--- src/rtl/instr_encoder.sv ---
// Packs decoded load/store/branch fields into 32-bit RV64 words behind a 2-entry output FIFO.
// Optional feature macro: IMM_RANGE_CHECK_EN flags immediates that do not fit in 12 signed bits.
module instr_encoder #(
    parameter int CNT_W = 16
) (
    input  logic             clk,
    input  logic             rst_n,
    input  logic             in_valid,
    output logic             in_ready,
    input  logic [1:0]       in_kind,
    input  logic [4:0]       in_rd,
    input  logic [4:0]       in_rs1,
    input  logic [4:0]       in_rs2,
    input  logic [2:0]       in_funct3,
    input  logic [63:0]      in_imm,
    output logic             out_valid,
    input  logic             out_ready,
    output logic [31:0]      out_instr,
    output logic             out_err,
    output logic [CNT_W-1:0] enc_count
);

    localparam int DEPTH   = 2;
    localparam int ENTRY_W = 33;

    localparam logic [1:0] KIND_LOAD    = 2'b00;
    localparam logic [1:0] KIND_STORE   = 2'b01;
    localparam logic [1:0] KIND_ILLEGAL = 2'b10;
    localparam logic [1:0] KIND_BRANCH  = 2'b11;

    localparam logic [6:0] OPC_LOAD   = 7'b0000011;
    localparam logic [6:0] OPC_STORE  = 7'b0100011;
    localparam logic [6:0] OPC_BRANCH = 7'b1100011;

    logic [11:0]        imm12;
    logic               imm_out_of_range;
    logic [31:0]        enc_instr;
    logic               enc_err;
    logic [ENTRY_W-1:0] enc_entry;

    logic               push;
    logic               pop;
    logic               wr_ptr_reg;
    logic               rd_ptr_reg;
    logic [1:0]         count_reg;
    logic [1:0]         count_next;
    logic [CNT_W-1:0]   enc_count_reg;
    logic [ENTRY_W-1:0] head_entry;

    assign imm12 = in_imm[11:0];

`ifdef IMM_RANGE_CHECK_EN
    assign imm_out_of_range = (in_imm != {{52{in_imm[11]}}, in_imm[11:0]});
`else
    logic unused_imm_high;
    assign unused_imm_high  = ^in_imm[63:12];
    assign imm_out_of_range = 1'b0;
`endif

    // Branch immediates are halfword offsets, so imm12 maps onto the usual B-type imm[12:1] slots.
    always_comb begin
        enc_instr = 32'h0000_0000;
        enc_err   = 1'b0;
        case (in_kind)
            KIND_LOAD: begin
                enc_instr = {imm12[11:0], in_rs1, in_funct3, in_rd, OPC_LOAD};
                enc_err   = imm_out_of_range;
            end
            KIND_STORE: begin
                enc_instr = {imm12[11:5], in_rs2, in_rs1, in_funct3, imm12[4:0], OPC_STORE};
                enc_err   = imm_out_of_range;
            end
            KIND_BRANCH: begin
                enc_instr = {imm12[11], imm12[9:4], in_rs2, in_rs1, in_funct3,
                             imm12[3:0], imm12[10], OPC_BRANCH};
                enc_err   = imm_out_of_range;
            end
            KIND_ILLEGAL: begin
                enc_instr = 32'h0000_0000;
                enc_err   = 1'b1;
            end
            default: begin
                enc_instr = 32'h0000_0000;
                enc_err   = 1'b1;
            end
        endcase
    end

    assign enc_entry = {enc_err, enc_instr};

    // Handshakes look only at registered occupancy, so out_ready never reaches in_ready.
    assign in_ready  = (count_reg < 2'd2);
    assign out_valid = (count_reg != 2'd0);
    assign push      = in_valid & in_ready;
    assign pop       = out_valid & out_ready;

    always_comb begin
        count_next = count_reg;
        case ({push, pop})
            2'b10:   count_next = count_reg + 2'd1;
            2'b01:   count_next = count_reg - 2'd1;
            default: count_next = count_reg;
        endcase
    end

    always_ff @(posedge clk) begin
        if (!rst_n) begin
            wr_ptr_reg    <= 1'b0;
            rd_ptr_reg    <= 1'b0;
            count_reg     <= 2'd0;
            enc_count_reg <= '0;
        end else begin
            count_reg <= count_next;
            if (push) begin
                wr_ptr_reg <= ~wr_ptr_reg;
            end
            if (pop) begin
                rd_ptr_reg    <= ~rd_ptr_reg;
                enc_count_reg <= enc_count_reg + 1'b1;
            end
        end
    end

    genvar gi;
    generate
        for (gi = 0; gi < DEPTH; gi++) begin : gen_entry
            logic [ENTRY_W-1:0] data_reg;
            logic               wr_en;

            assign wr_en = push && (wr_ptr_reg == 1'(gi));

            always_ff @(posedge clk) begin
                if (!rst_n) begin
                    data_reg <= '0;
                end else if (wr_en) begin
                    data_reg <= enc_entry;
                end
            end
        end
    endgenerate

    assign head_entry = rd_ptr_reg ? gen_entry[1].data_reg : gen_entry[0].data_reg;

    // Gate with out_valid so a drained FIFO never exposes a stale word.
    assign out_instr = out_valid ? head_entry[31:0] : 32'h0000_0000;
    assign out_err   = out_valid ? head_entry[32]   : 1'b0;
    assign enc_count = enc_count_reg;

endmodule

--- config.mk ---
export PLATFORM = sky130hd
export DESIGN_NAME = instr_encoder
export DESIGN_NICKNAME = d
export VERILOG_FILES = /design/src/rtl/instr_encoder.sv
export SDC_FILE = /design/constraint.sdc
export NUM_CORES = 1
export LEC_CHECK = 0
export CAP_MARGIN = 5
export CORE_MARGIN = 5
export CORE_UTILIZATION = 40
export CTS_CLUSTER_SIZE = 28
export DETAILED_ROUTE_END_ITERATION = 6
export PLACE_DENSITY = 0.86
export SLEW_MARGIN = 40
export SYNTH_ARGS = -nofsm -noshare
export SYNTH_HDL_FRONTEND = slang
export SYNTH_SLANG_ARGS = --single-unit
--- constraint.sdc ---
create_clock -name clk -period 2.15 [get_ports clk]
set_clock_uncertainty 0.05 [all_clocks]
set_input_delay 0.645 -clock clk [delete_from_list [all_inputs] [get_ports clk]]
set_output_delay 0.645 -clock clk [all_outputs]
set_load 0.01 [all_outputs]
# Yosys cells after proc, flatten, opt, wreduce, memory -nomap -nowiden
# Cells that the tools add are included.
# W data, S select, Z words.
dict set report classes {
  add_sub_neg 3
  n_lt_le_gt_ge 1
  n_eq_ne 5
  muxes 6
  bitwise 4
  reduce_logical 6
}
# cell count
set op_table {}
lappend op_table {{$pmux W32 S4} 1}
lappend op_table {{$mux W33} 1}
lappend op_table {{$mux W32} 1}
lappend op_table {{$add A16 B1 Y16 const B} 1}
lappend op_table {{$eq A2 B2 Y1 const B} 3}
lappend op_table {{$eq A2 B1 Y1 const B} 2}
lappend op_table {{$pmux W2 S2} 1}
lappend op_table {{$reduce_bool A2 Y1} 2}
lappend op_table {{$reduce_or A3 Y1} 1}
lappend op_table {{$add A2 B1 Y2 const B} 1}
lappend op_table {{$and A1 B1 Y1} 2}
lappend op_table {{$logic_and A1 B1 Y1} 2}
lappend op_table {{$logic_not A2 Y1} 1}
lappend op_table {{$lt A2 B2 Y1 const B} 1}
lappend op_table {{$not A1 Y1} 2}
lappend op_table {{$pmux W1 S2} 1}
lappend op_table {{$sub A2 B1 Y2 const B} 1}
lappend op_table {{$mux W1} 1}
dict set report totals {
  regBits 86
  inputBits 88
  output_inout_bits 51
  elab_cells 31
}

# Depth between registers and ports, before layout
dict set report logic_depth {
  ltp_word 4
  mapped_depth 7
  ltp_nobuf 6
}

# Least setup slack after synthesis
# Ideal clock, no wire load.
dict set report synth_path {
  path_kind {reg2out}
  from {reg rd_ptr_reg}
  to {out out_instr[1]}
  arrival_time_ps 1369
  t_required_ps 1455
  slack_ps 86
  path_stages_with_launch 6
  path_buffers 3
  path_cell_list {dfxtp_1 -> clkbuf_1 -> clkbuf_1 -> mux2i_1 -> nor2_1 -> buf_4}
}
dict set report synth_between {
  elab_chain_cells 2
}
# element line
set synth_lines {}
lappend synth_lines {{start: declaration} 44} ;# logic rd_ptr_reg;
lappend synth_lines {{start signal: assignment} 118} ;# rd_ptr_reg <= ~rd_ptr_reg;
lappend synth_lines {{$mux W33} 142} ;# assign head_entry = rd_ptr_reg ? gen_entry[1].data_reg : gen_entry[0].data_reg;
lappend synth_lines {{$mux W32} 145} ;# assign out_instr = out_valid ? head_entry[31:0] : 32'h0000_0000;
lappend synth_lines {{end: declaration} 18} ;# output logic [31:0] out_instr,
# No other way between the ends.

# Worst setup path after layout
dict set report layout_path {
  from {reg count_reg[1]}
  to {out out_instr[7]}
}
dict set report layout_between {
  elab_chain_cells 2
}
# element line
set layout_lines {}
lappend layout_lines {{start: declaration} 45} ;# logic [1:0] count_reg;
lappend layout_lines {{start signal: assignment} 113} ;# count_reg <= count_next;
lappend layout_lines {{$reduce_bool A2 Y1} 93} ;# assign out_valid = (count_reg != 2'd0);
lappend layout_lines {{$mux W32} 145}
# No other way between the ends.

==> impl_metrics.tcl <==
set metrics [dict create \
    synth_warnings 0 \
    fin_crit_sh 0.979 \
    critPathKind "reg2out" \
    max-cap-violations 0 \
    critPathSlowestCell "dfxtp_2" \
    syn_area_um2 3530 \
    vias_per_cell 5.25 \
    hold_ws_ps 406 \
    drive_gt1_frac 0.176 \
    cts_htree_levels 3 \
    vias 3220 \
    grt_pass1_wl_mm 15.6 \
    finalInstanceArea_um2 4830 \
    cts-root-buf "clkbuf_8" \
    dieHeight_um 104 \
    largest_reg_flops 58 \
    drt_pass1_iterations 4 \
    cts.sinks 78 \
    clk_path_buf_depth 2 \
    met3_usage 0.0441 \
    worstSkewPairLatency_ps 340 \
    use_met2 0.289 \
    run_status "finished clean" \
    placed_area_um2 4620 \
    fin_crit_ps 2100 \
    post-dp-hpwl_mm 6.48 \
    leakage_nw 1.85 \
    grt_pass1_vias 3309 \
    synth-seq-cells 78 \
    clkTransAtPathRegs_ps 70 \
    synth.distinct_cells 40 \
    die-area_um2 10800 \
    endpoint_kind "output pin" \
    avgSynthCellArea_um2 8.63 \
    worstPathRequired_ps 1450 \
    yosysTopAreaCell "dfxtp_1" \
    port_buffers 83 \
    final_common_cell "dfxtp_1" \
    start_kind "flip-flop" \
    setup_viol 0 \
    timing.fmax_mhz 475 \
    crit_fanout 20 \
    grt.overflow.total 0 \
    tns_ps 0 \
    peakVddDrop_v 0.000497 \
    ys_top_cells_by_area "dfxtp_1, mux2i_1, nor2_1" \
    hold_class "reg2reg" \
    coreArea_um2 8680 \
    track_usage 0.171 \
    critPathArrivalTime_ps 1410 \
    grt_max_degree 33 \
    die_w_um 104 \
    ant_nets 0 \
    critPathBufInv 3 \
    synth_top_cell_area_share 0.442 \
    gp_congestion 0.873 \
    rsz0062_at_grt "yes" \
    mostFrequentLayoutCells "dfxtp_1, nor2_1, clkdlybuf4s50_1, nand2_1, a21oi_1" \
    drtIter0Drc 90 \
    drc 0 \
    tritoncts "done" \
    critPathMaxStageDelay_ps 360 \
    io_pins 139 \
    fin_ws_ps 45.8 \
    yosysSeqAreaShare 0.442 \
    area_growth_pct 36.8 \
    finalHoldViolations 0 \
    maxSlewViolCount 0 \
    busiest_layer "met2" \
    rows 34 \
    path_cells "nor2_4, buf_4, buf_12, nor2_1, clkdlybuf4s15_2" \
    antenna_found_initial 0 \
    hold_buffers 0 \
    pre_cts_slack_ps -240 \
    finalNetCount 590 \
    power_density_nw_per_um2 962 \
    routedWlPerCell_um 15.1 \
    crit_family "buffers and inverters" \
    initial_utilization 0.407 \
    antenna_cells 0 \
    cts_made_buffers 9 \
    routed_wl_mm 9.27 \
    syn_inst 409 \
    grt_util_met1 0.207 \
]
[per-stage QoR]
stage	utilization	cells	total power [mW]
6_report	0.557	613	4.65
5_1_grt	0.557	613	4.93
3_3_place_gp	0.532	592	3.45
4_1_cts	0.561	613	4.68
3_5_place_dp	0.532	592	3.50
2_1_floorplan	-	411	2.71
[worst register-to-register path, stage by stage (launching register included)]
cell and delay (ps):
dfxtp_2 340, buf_4 150, and2b_2 220, inv_1 60, ha_1 300, or3_2 480, a21oi_1 150
[repair_timing]
item / CTS / global route
buffers inserted: 3 / 1
cloned: 2 / 0
hold endpoints to repair: 0 / 0
resized for setup: 74 / 34
pin swaps: 1 / 3
endpoints found under the setup margin: 31 / 26
[power by group]
part | internal [mW] | switching [mW]
combinational | 0.918 | 0.916
sequential | 1.63 | 0.117
clock | 0.537 | 0.533
[layout make-up]
class | instances | area (um^2)
fillers | 791 | 3850
multi-input cells | 290 | 1800
flip-flops and latches | 78 | 1570
repair buffers | 117 | 1120
well taps | 108 | 135
clock buffers | 11 | 131
clock inverters | 5 | 60.1
inverters | 4 | 15.0
[worst paths after layout]
kind | from | to | slack (ps) | depth (start not counted)
hold / removal | gen_entry[1].data_reg[27] | gen_entry[1].data_reg[27] | 410 | 2
setup / recovery | count_reg[1] | out_instr[7] | 50 | 5
setup reg to reg | count_reg[1] | count_reg[1] | 320 | 6
hold reg to reg | gen_entry[1].data_reg[27] | gen_entry[1].data_reg[27] | 410 | 2
[cell families (layout without fill, tap and decap cells)]
logic type               count (synthesis)  in the layout  share of synthesized area
buffers and inverters                   43            137                     0.0571
flip-flops                              78             78                      0.442
AND/OR/NAND/NOR                        152            152                      0.196
adder cells (fa/ha/maj)                  2              2                    0.00709
multiplexers                            36             36                      0.104
XOR/XNOR                                13             13                     0.0322
AO/OA/AOI/OAI                           84             84                      0.161
other                                    1              3                    0.00106
[metal layers]
metal  wire, um  vias up  share of wire
met5          0        -              0
met4         98        0          0.011
met3        515        9          0.056
met2       4540       90           0.49
met1       4120     1519           0.44
li1           -     1602              -
[cell usage after synthesis]
master and instances:
a211oi_1 11, a21oi_1 30, a22o_1 13, a32o_1 9, and2_1 1, and2b_2 1
and3_1 2, and4_1 2, buf_1 5, buf_2 8, buf_4 4, buf_6 2
clkbuf_1 20, conb_1 1, dfxtp_1 78, ha_1 2, inv_1 4, mux2_2 5
mux2i_1 31, nand2_1 36, nand2b_1 3, nand3_1 13, nand4_1 2, nor2_1 66
nor2b_1 6, nor3_1 6, nor3b_1 6, nor4_1 1, o2111a_1 1, o211a_1 1
o211ai_2 1, o21a_1 1, o21ai_0 15, o31ai_1 2, or2_1 1, or3_1 3
or3_2 1, or4_1 2, xnor2_1 5, xor2_1 8
(Power assumes the default switching activity.)
